==> config.mk <==
export PLATFORM = sky130hd
export DESIGN_NAME = prescaled_updown_counter
export DESIGN_NICKNAME = d
export VERILOG_FILES = /design/src/rtl/prescaled_updown_counter_pkg.sv /design/src/rtl/prescaled_updown_counter_tick_prescaler.sv /design/src/rtl/prescaled_updown_counter.sv
export SDC_FILE = /design/constraint.sdc
export NUM_CORES = 1
export LEC_CHECK = 0
export BUFFER_PORTS_ARGS = -buffer_cell sky130_fd_sc_hd__buf_2
export CAP_MARGIN = 20
export CORE_MARGIN = 2
export CORE_UTILIZATION = 58
export CTS_CLUSTER_SIZE = 30
export DETAILED_ROUTE_END_ITERATION = 8
export PLACE_DENSITY = 0.79
export SLEW_MARGIN = 10
export SYNTH_ARGS = -nofsm -noshare
export SYNTH_HDL_FRONTEND = slang
export SYNTH_SLANG_ARGS = --single-unit
==> constraint.sdc <==
create_clock -name clk -period 2.8 [get_ports clk]
set_clock_uncertainty 0.15 [all_clocks]
set_input_delay 0.56 -clock clk [delete_from_list [all_inputs] [get_ports clk]]
set_output_delay 0.56 -clock clk [all_outputs]
set_load 0.01 [all_outputs]
==> src/rtl/prescaled_updown_counter_pkg.sv <==
// Shared definitions for the prescaled up/down counter.
//   - dir_e / mode_e : encodings of the up and sat_mode inputs
//   - clog2          : ceiling log2 of a positive value
//   - cnt_width      : register width for a 0..n-1 counter, minimum 1 bit
package counter_pkg;

    typedef enum logic {
        MODE_WRAP = 1'b0,
        MODE_SAT  = 1'b1
    } mode_e;

    typedef enum logic {
        DIR_DOWN = 1'b0,
        DIR_UP   = 1'b1
    } dir_e;

    function automatic int unsigned clog2(input longint unsigned value);
        int unsigned result;
        result = 0;
        for (int unsigned i = 0; i < 64; i++) begin
            if ((64'd1 << i) < value) begin
                result = i + 1;
            end
        end
        return result;
    endfunction

    function automatic int unsigned cnt_width(input longint unsigned value);
        return (clog2(value) < 1) ? 1 : clog2(value);
    endfunction

endpackage

==> src/rtl/prescaled_updown_counter_tick_prescaler.sv <==
// Free-running prescaler that emits one tick every PRESCALE enabled cycles.
//   clk    in  clock, rising edge
//   reset  in  asynchronous active-high reset (counter to 0, tick forced low)
//   enable in  1: counter advances; 0: counter holds its progress
//   clear  in  synchronous restart of the counter at 0
//   tick   out enable & (counter == PRESCALE-1), combinational
module tick_prescaler
    import counter_pkg::*;
#(
    parameter int unsigned PRESCALE = 10_000_000
) (
    input  logic clk,
    input  logic reset,
    input  logic enable,
    input  logic clear,
    output logic tick
);

    localparam int unsigned       PW   = cnt_width(PRESCALE);
    localparam logic [PW-1:0]     LAST = PW'(PRESCALE - 1);

    logic [PW-1:0] r_pre_cnt;
    logic          w_last;

    assign w_last = (r_pre_cnt == LAST);
    // Gated by reset so PRESCALE=1 (tick=enable) still reads 0 during reset.
    assign tick   = enable & w_last & ~reset;

    always_ff @(posedge clk or posedge reset) begin
        if (reset) begin
            r_pre_cnt <= '0;
        end else if (clear) begin
            r_pre_cnt <= '0;
        end else if (enable) begin
            r_pre_cnt <= w_last ? '0 : r_pre_cnt + PW'(1);
        end
    end

endmodule

==> src/rtl/prescaled_updown_counter.sv <==
// Parametrised up/down event counter with prescaler, programmable range,
// wrap/saturate mode and a registered terminal-count strobe.
//   clk        in  clock, rising edge
//   reset      in  asynchronous active-high reset
//   enable     in  1: prescaler advances; 0: prescaler and count hold
//   load       in  synchronous load of load_value (clamped to the range)
//   load_value in  value to load
//   up         in  1: count up; 0: count down
//   sat_mode   in  0: wrap at limits; 1: saturate at limits
//   count      out current count value
//   tick       out prescaler strobe; a step occurs at the edge where tick=1
//   tc         out one-cycle pulse after a step taken from the limit
//   at_limit   out count sits at the limit in the current direction
module prescaled_updown_counter
    import counter_pkg::*;
#(
    parameter int unsigned WIDTH    = 8,
    parameter int unsigned PRESCALE = 10_000_000,
    parameter int unsigned LIMIT_LO = 0,
    parameter int unsigned LIMIT_HI = (1 << WIDTH) - 1
) (
    input  logic             clk,
    input  logic             reset,
    input  logic             enable,
    input  logic             load,
    input  logic [WIDTH-1:0] load_value,
    input  logic             up,
    input  logic             sat_mode,
    output logic [WIDTH-1:0] count,
    output logic             tick,
    output logic             tc,
    output logic             at_limit
);

    if (LIMIT_LO >= LIMIT_HI) begin : g_err_range
        $error("LIMIT_LO must be below LIMIT_HI");
    end
    if (longint'(LIMIT_HI) > (longint'(1) << WIDTH) - 1) begin : g_err_width
        $error("LIMIT_HI does not fit in WIDTH bits");
    end
    if (PRESCALE < 1) begin : g_err_prescale
        $error("PRESCALE must be at least 1");
    end

    localparam logic [WIDTH-1:0] LO = WIDTH'(LIMIT_LO);
    localparam logic [WIDTH-1:0] HI = WIDTH'(LIMIT_HI);

    logic [WIDTH-1:0] r_count;
    logic             r_tc;
    logic             w_tick;
    logic [WIDTH-1:0] w_step_val;
    logic             w_step_lim;
    logic [WIDTH-1:0] w_load_val;

    tick_prescaler #(
        .PRESCALE(PRESCALE)
    ) u_prescaler (
        .clk   (clk),
        .reset (reset),
        .enable(enable),
        .clear (load),
        .tick  (w_tick)
    );

    always_comb begin
        w_load_val = load_value;
        if (load_value < LO) begin
            w_load_val = LO;
        end else if (load_value > HI) begin
            w_load_val = HI;
        end
    end

    // Limit is tested before any arithmetic so +1/-1 never leaves the range.
    always_comb begin
        w_step_val = r_count;
        w_step_lim = 1'b0;
        if (up == DIR_UP) begin
            if (r_count == HI) begin
                w_step_lim = 1'b1;
                w_step_val = (sat_mode == MODE_SAT) ? HI : LO;
            end else begin
                w_step_val = r_count + WIDTH'(1);
            end
        end else begin
            if (r_count == LO) begin
                w_step_lim = 1'b1;
                w_step_val = (sat_mode == MODE_SAT) ? LO : HI;
            end else begin
                w_step_val = r_count - WIDTH'(1);
            end
        end
    end

    always_ff @(posedge clk or posedge reset) begin
        if (reset) begin
            r_count <= LO;
            r_tc    <= 1'b0;
        end else if (load) begin
            r_count <= w_load_val;
            r_tc    <= 1'b0;
        end else if (w_tick) begin
            r_count <= w_step_val;
            r_tc    <= w_step_lim;
        end else begin
            r_tc    <= 1'b0;
        end
    end

    assign count    = r_count;
    assign tc       = r_tc;
    assign tick     = w_tick;
    assign at_limit = (up & (r_count == HI)) | (~up & (r_count == LO));

endmodule

# Word-level counts from Yosys, hierarchy flattened
# Cells that the tools add are included.
totals:
  register_bits: 33
  inputBits: 14
op_classes:
  n_mux: 17
  addsub: 3
  eq_ne: 2
  bitwise_logic: 7
  magnitude_cmp: 2
  reduce_logical: 3
op_table:
  columns: ["op", "count"]
  rows:
  - ["24-bit two-way mux", 3]
  - ["8-bit two-way mux", 9]
  - ["24-bit by 1-bit adder with 24-bit output, second input constant", 1]
  - ["24-bit equality test, second input constant", 1]
  - ["8-bit by 1-bit adder with 8-bit output, second input constant", 1]
  - ["8-bit equality test, second input constant", 1]
  - ["8-bit greater-than comparator, second input constant", 1]
  - ["8-bit zero test", 1]
  - ["8-bit by 1-bit less-than comparator with 1-bit output, second input constant", 1]
  - ["8-bit by 1-bit subtractor with 8-bit output, second input constant", 1]
  - ["1-bit two-way mux", 5]
  - ["1-bit AND", 4]
  - ["2-bit nonzero test", 2]
  - ["1-bit NOT", 2]
  - ["1-bit bitwise OR", 1]

# Longest topological paths before layout
logic_depth:
  depth_word: 5
  ltp_mapped: 8
  mapped_depth_nobuf: 7

# Modules after synthesis
# From an unflattened synthesis, not the netlist that was laid out.
hier_totals:
  cells_unflattened: 285
  hier_area_um2: 2352.3
modules_own_cells:
  columns: ["mod", "area_each_um2", "cells_each", "n_inst"]
  rows:
  - ["tick_prescaler", 1426.4, 160, 1]
  - ["prescaled_updown_counter", 925.9, 125, 1]

# Worst setup path after synthesis
# No wires, ideal clock.
synth_timing:
  kind: "reg2out"
  start: "register r_count[3], in the netlist count[3]"
  end: "output port at_limit"
  required_time_ns: 2.090
  path_stages_with_launch: 5
  n_path_buf: 1
  setup_slack_ns: 0.283
  arrival_ns: 1.807
  cell_sequence: "dfrtp_1 clkbuf_1 nor4_1 nand2_1 o21bai_1"
synth_between:
  elab_chain_cells: 3
synth_lines:
  columns: ["item", "line_no", "text"]
  rows:
  - ["start: declaration", "prescaled_updown_counter.sv:48", "logic [WIDTH-1:0] r_count;"]
  - ["start signal: assignment", "prescaled_updown_counter.sv:100", "r_count <= w_load_val;"]
  - ["start signal: assignment", "prescaled_updown_counter.sv:103", "r_count <= w_step_val;"]
  - ["8-bit equality test or 8-bit zero test (tied branches)", "prescaled_updown_counter.sv:113", "assign at_limit = (up & (r_count == HI)) | (~up & (r_count == LO));"]
  - ["1-bit AND", "prescaled_updown_counter.sv:113", null]
  - ["1-bit bitwise OR (*)", "prescaled_updown_counter.sv:113", null]
  - ["end: declaration", "prescaled_updown_counter.sv:32", "output logic at_limit"]
# Every way passes the cells marked *; elsewhere a longest branch is shown, timed or not.

# Worst setup path after layout
layout_timing:
  start: "register u_prescaler.r_pre_cnt[0]"
  end: "output port tick"
layout_between:
  elab_chain_cells: 3
layout_lines:
  columns: ["item", "line_no", "text"]
  rows:
  - ["start: declaration", "prescaled_updown_counter_tick_prescaler.sv:22", "logic [PW-1:0] r_pre_cnt;"]
  - ["start signal: assignment", "prescaled_updown_counter_tick_prescaler.sv:35", "r_pre_cnt <= w_last ? '0 : r_pre_cnt + PW'(1);"]
  - ["24-bit equality test", "prescaled_updown_counter_tick_prescaler.sv:25", "assign w_last = (r_pre_cnt == LAST);"]
  - ["1-bit AND (2 in a row)", "prescaled_updown_counter_tick_prescaler.sv:27", "assign tick = enable & w_last & ~reset;"]
  - ["end: declaration", "prescaled_updown_counter.sv:30", "output logic tick,"]
# No other way between the ends.

==> flow_metrics.py <==
metrics = {
    "run_status": {
        "status": "finished clean",
    },
    "die": {
        "fp.dieH_um": 65.0,
        "num_rows": 22,
        "fp.coreArea_sq_mm": 0.00361,
        "fp.dieArea_sq_mm": 0.00422,
        "start_util_pct": 59.8,
        "die_w_um": 65.0,
        "ioPinCount": 25,
    },
    "power_and_ir_drop": {
        "ir_worst_vdd_uv": 388,
        "p_per_area_mw_per_mm2": 455,
        "p_leak_uw": 0.00107,
        "totalPowerFinal_uw": 1130,
    },
    "timing": {
        "tns_ps": 0,
        "fin_crit_ps": 2700,
        "timing.fmax_ghz": 0.370,
        "hold_viol": 0,
        "slew_headroom_pct": 67.1,
        "setup_slack_ps": 99.2,
        "rsz0062_at_grt": "no",
        "worstMarginPinSlew_ps": 487,
        "slew_viol_final": 0,
        "timing.final.crit_share_pct": 96.5,
        "setup_viol_count_final": 0,
    },
    "detailed_routing": {
        "wl_um": 5340,
        "wl_per_cell_um": 16.1,
        "ant_nets": 0,
        "route.detailed.drc": 0,
        "drt_iter0_drc": 230,
        "vias_per_cell": 6.21,
        "dr.pass1.iters": 5,
        "vias": 2063,
    },
    "worst_setup_path": {
        "worstReg2RegEnd": "count[1]$_DFFE_PP0P_",
        "worstPathMaxFanout": 7,
        "crit_type": "register to output pin",
        "worst-r2r-cell-count": 6,
        "crit_arrival_ps": 1990,
        "worst_setup_path_start_kind": "register",
        "reg2reg_from": "u_prescaler.r_pre_cnt[0]$_DFFE_PP0P_",
        "worstSetupEndpointType": "output pin",
        "reg2reg_slack_ps": 350,
        "cp.required_ps": 2090,
    },
    "run": {
        "cap_violations": 0,
    },
    "finish": {
        "nFillCells": 297,
        "fin_nets": 301,
        "syn2layout_area_growth_pct": 15.3,
        "antennaDiodeCount": 0,
        "design_area_sq_mm": 0.00248,
        "drive_above_1_share_pct": 18.3,
    },
    "logic_synthesis": {
        "synthFlopType": "dfrtp_1",
        "synth_area_leader_cell": "dfrtp_1",
        "yosys_warnings": 0,
        "synth.top_cells.by_count": "nor2_1 (36), dfrtp_1 (33), nand2_1 (26)",
        "synth-seq-cells": 33,
        "ys_top_cells_by_area": "dfrtp_1 (38%), xor2_1 (6.5%), nor2_1 (6.3%), nand2_1 (4.5%), a21oi_1 (2.8%)",
        "syn_area_per_cell_sq_um": 8.48,
        "synth_most_common_cell": "nor2_1",
        "synth.top_cell.area_share_pct": 38.3,
        "syn_nets": 272,
        "async_flop_share_pct": 100,
        "ys_seq_area_share_pct": 38.3,
        "yosys.cell_types.count": 48,
        "syn_inst": 254,
        "synthesis.area_sq_mm": 0.00215,
        "synth_enable_flop_cells": 0,
    },
    "cts": {
        "cts_tree": "done",
        "cts_root_buf": "clkbuf_8",
        "hold_buffers": 0,
        "cts_setup_buffers": 0,
        "cts_made_buffers": 5,
        "cts_sinks": 33,
        "htree_num_levels": 2,
        "clk_pin_slew_ps": 70,
        "cts.repair.resized": 1,
        "clock_latency_ps": 290,
        "clock_path_buffers": 2,
    },
    "placement": {
        "portBuffers": 24,
        "dp_slack_ps": 263,
        "gp_congestion": 0.920,
        "post_dp_cell_area_sq_mm": 0.00236,
        "hpwl_um": 3750,
    },
    "global_route": {
        "grt_max_degree": 22,
        "grt_overflow": 0,
        "grt_pass1_wl_um": 8920,
        "grt_pass1_vias": 1894,
        "antenna_found_initial": 0,
        "grt_use_total_pct": 27.2,
    },
    "worst_hold_path": {
        "hp-class": "primary input to asynchronous set/reset pin",
    },
}
[metal layers]
layer  vias to the layer above  global-route usage [%]  wire, um  part of all wire, %
met2                       107                    42.3      2460                   46
met3                        14                    4.86       434                  8.1
met1                       967                    38.5      2360                   44
met4                         0                    8.78        89                  1.7
li1                        975                       -         -                    -
met5                         -                       0         0                    0
[placed cells by master, fill, tap and decap left out, types with 2 or more instances in the layout]
master and n:
o31ai_1 6, nor4_1 5, and4_1 2, nor4b_1 2, or3_1 2, xnor2_1 6
o311ai_0 2, xor2_1 16, a211o_1 2, mux2_2 2, buf_4 12, nor3_1 9
dfrtp_1 33, nor4_2 2, ha_1 4, o21ai_0 10, buf_2 24, a31oi_1 9
a22o_1 2, inv_1 12, nor3b_1 2, nand3_1 9, a21oi_1 12, clkbuf_8 6
nand4_1 7, nand2_1 26, nor2_1 36
[where the power goes]
| group | internal, uW | switching (uW) |
|---|---|---|
| sequential | 489 | 29.0 |
| combinational | 58.0 | 91.7 |
| clock | 290 | 174 |
[final cells by class]
| type | count | area (sq um) | area share [%] |
|---|---|---|---|
| well taps | 48 | 60.1 | 2.42 |
| clock inverters | 1 | 30.0 | 1.21 |
| multi-input cells | 195 | 1230 | 49.4 |
| repair buffers | 36 | 210 | 8.46 |
| flip-flops and latches | 33 | 826 | 33.2 |
| clock buffers | 7 | 86.3 | 3.47 |
| inverters | 12 | 45.0 | 1.81 |
[per-stage QoR]
step / hold slack [ps] / util (%) / cells
after detailed placement: 381 / 65.4 / 324
after CTS: 179 / 68.8 / 332
after global placement: 369 / 65.4 / 324
after floorplan: 335 / - / 254
final: 176 / 68.9 / 332
after global routing: 230 / 68.9 / 332
[worst max path at each step]
stage,slack [ps],from,endpoint
after floorplan,280,count[3]$_DFFE_PP0P_,at_limit
after global placement,380,u_prescaler.r_pre_cnt[0]$_DFFE_PP0P_,tick
after detailed placement,260,u_prescaler.r_pre_cnt[0]$_DFFE_PP0P_,tick
after CTS,30,u_prescaler.r_pre_cnt[0]$_DFFE_PP0P_,tick
after global routing,2,u_prescaler.r_pre_cnt[0]$_DFFE_PP0P_,tick
final,100,u_prescaler.r_pre_cnt[0]$_DFFE_PP0P_,tick
[cell families after synthesis]
logic type | synth area share, %
multiplexers | 1.51
XOR/XNOR | 8.94
adder cells (fa/ha/maj) | 2.32
AO/OA/AOI/OAI | 17.3
buffers and inverters | 5.23
flip-flops | 38.3
AND/OR/NAND/NOR | 26.4
[worst max-delay path, stage by stage (launching register included)]
cell and delay, ps:
dfrtp_1 400, ha_1 190, nand2_1 150, or3_4 450, nor4_2 320, buf_2 200
[flip-flops by register name (all words and copies together) (netlist names)]
register and flops:
u_prescaler.r_pre_cnt 24, count 8, tc 1
(Power assumes the default switching activity.)
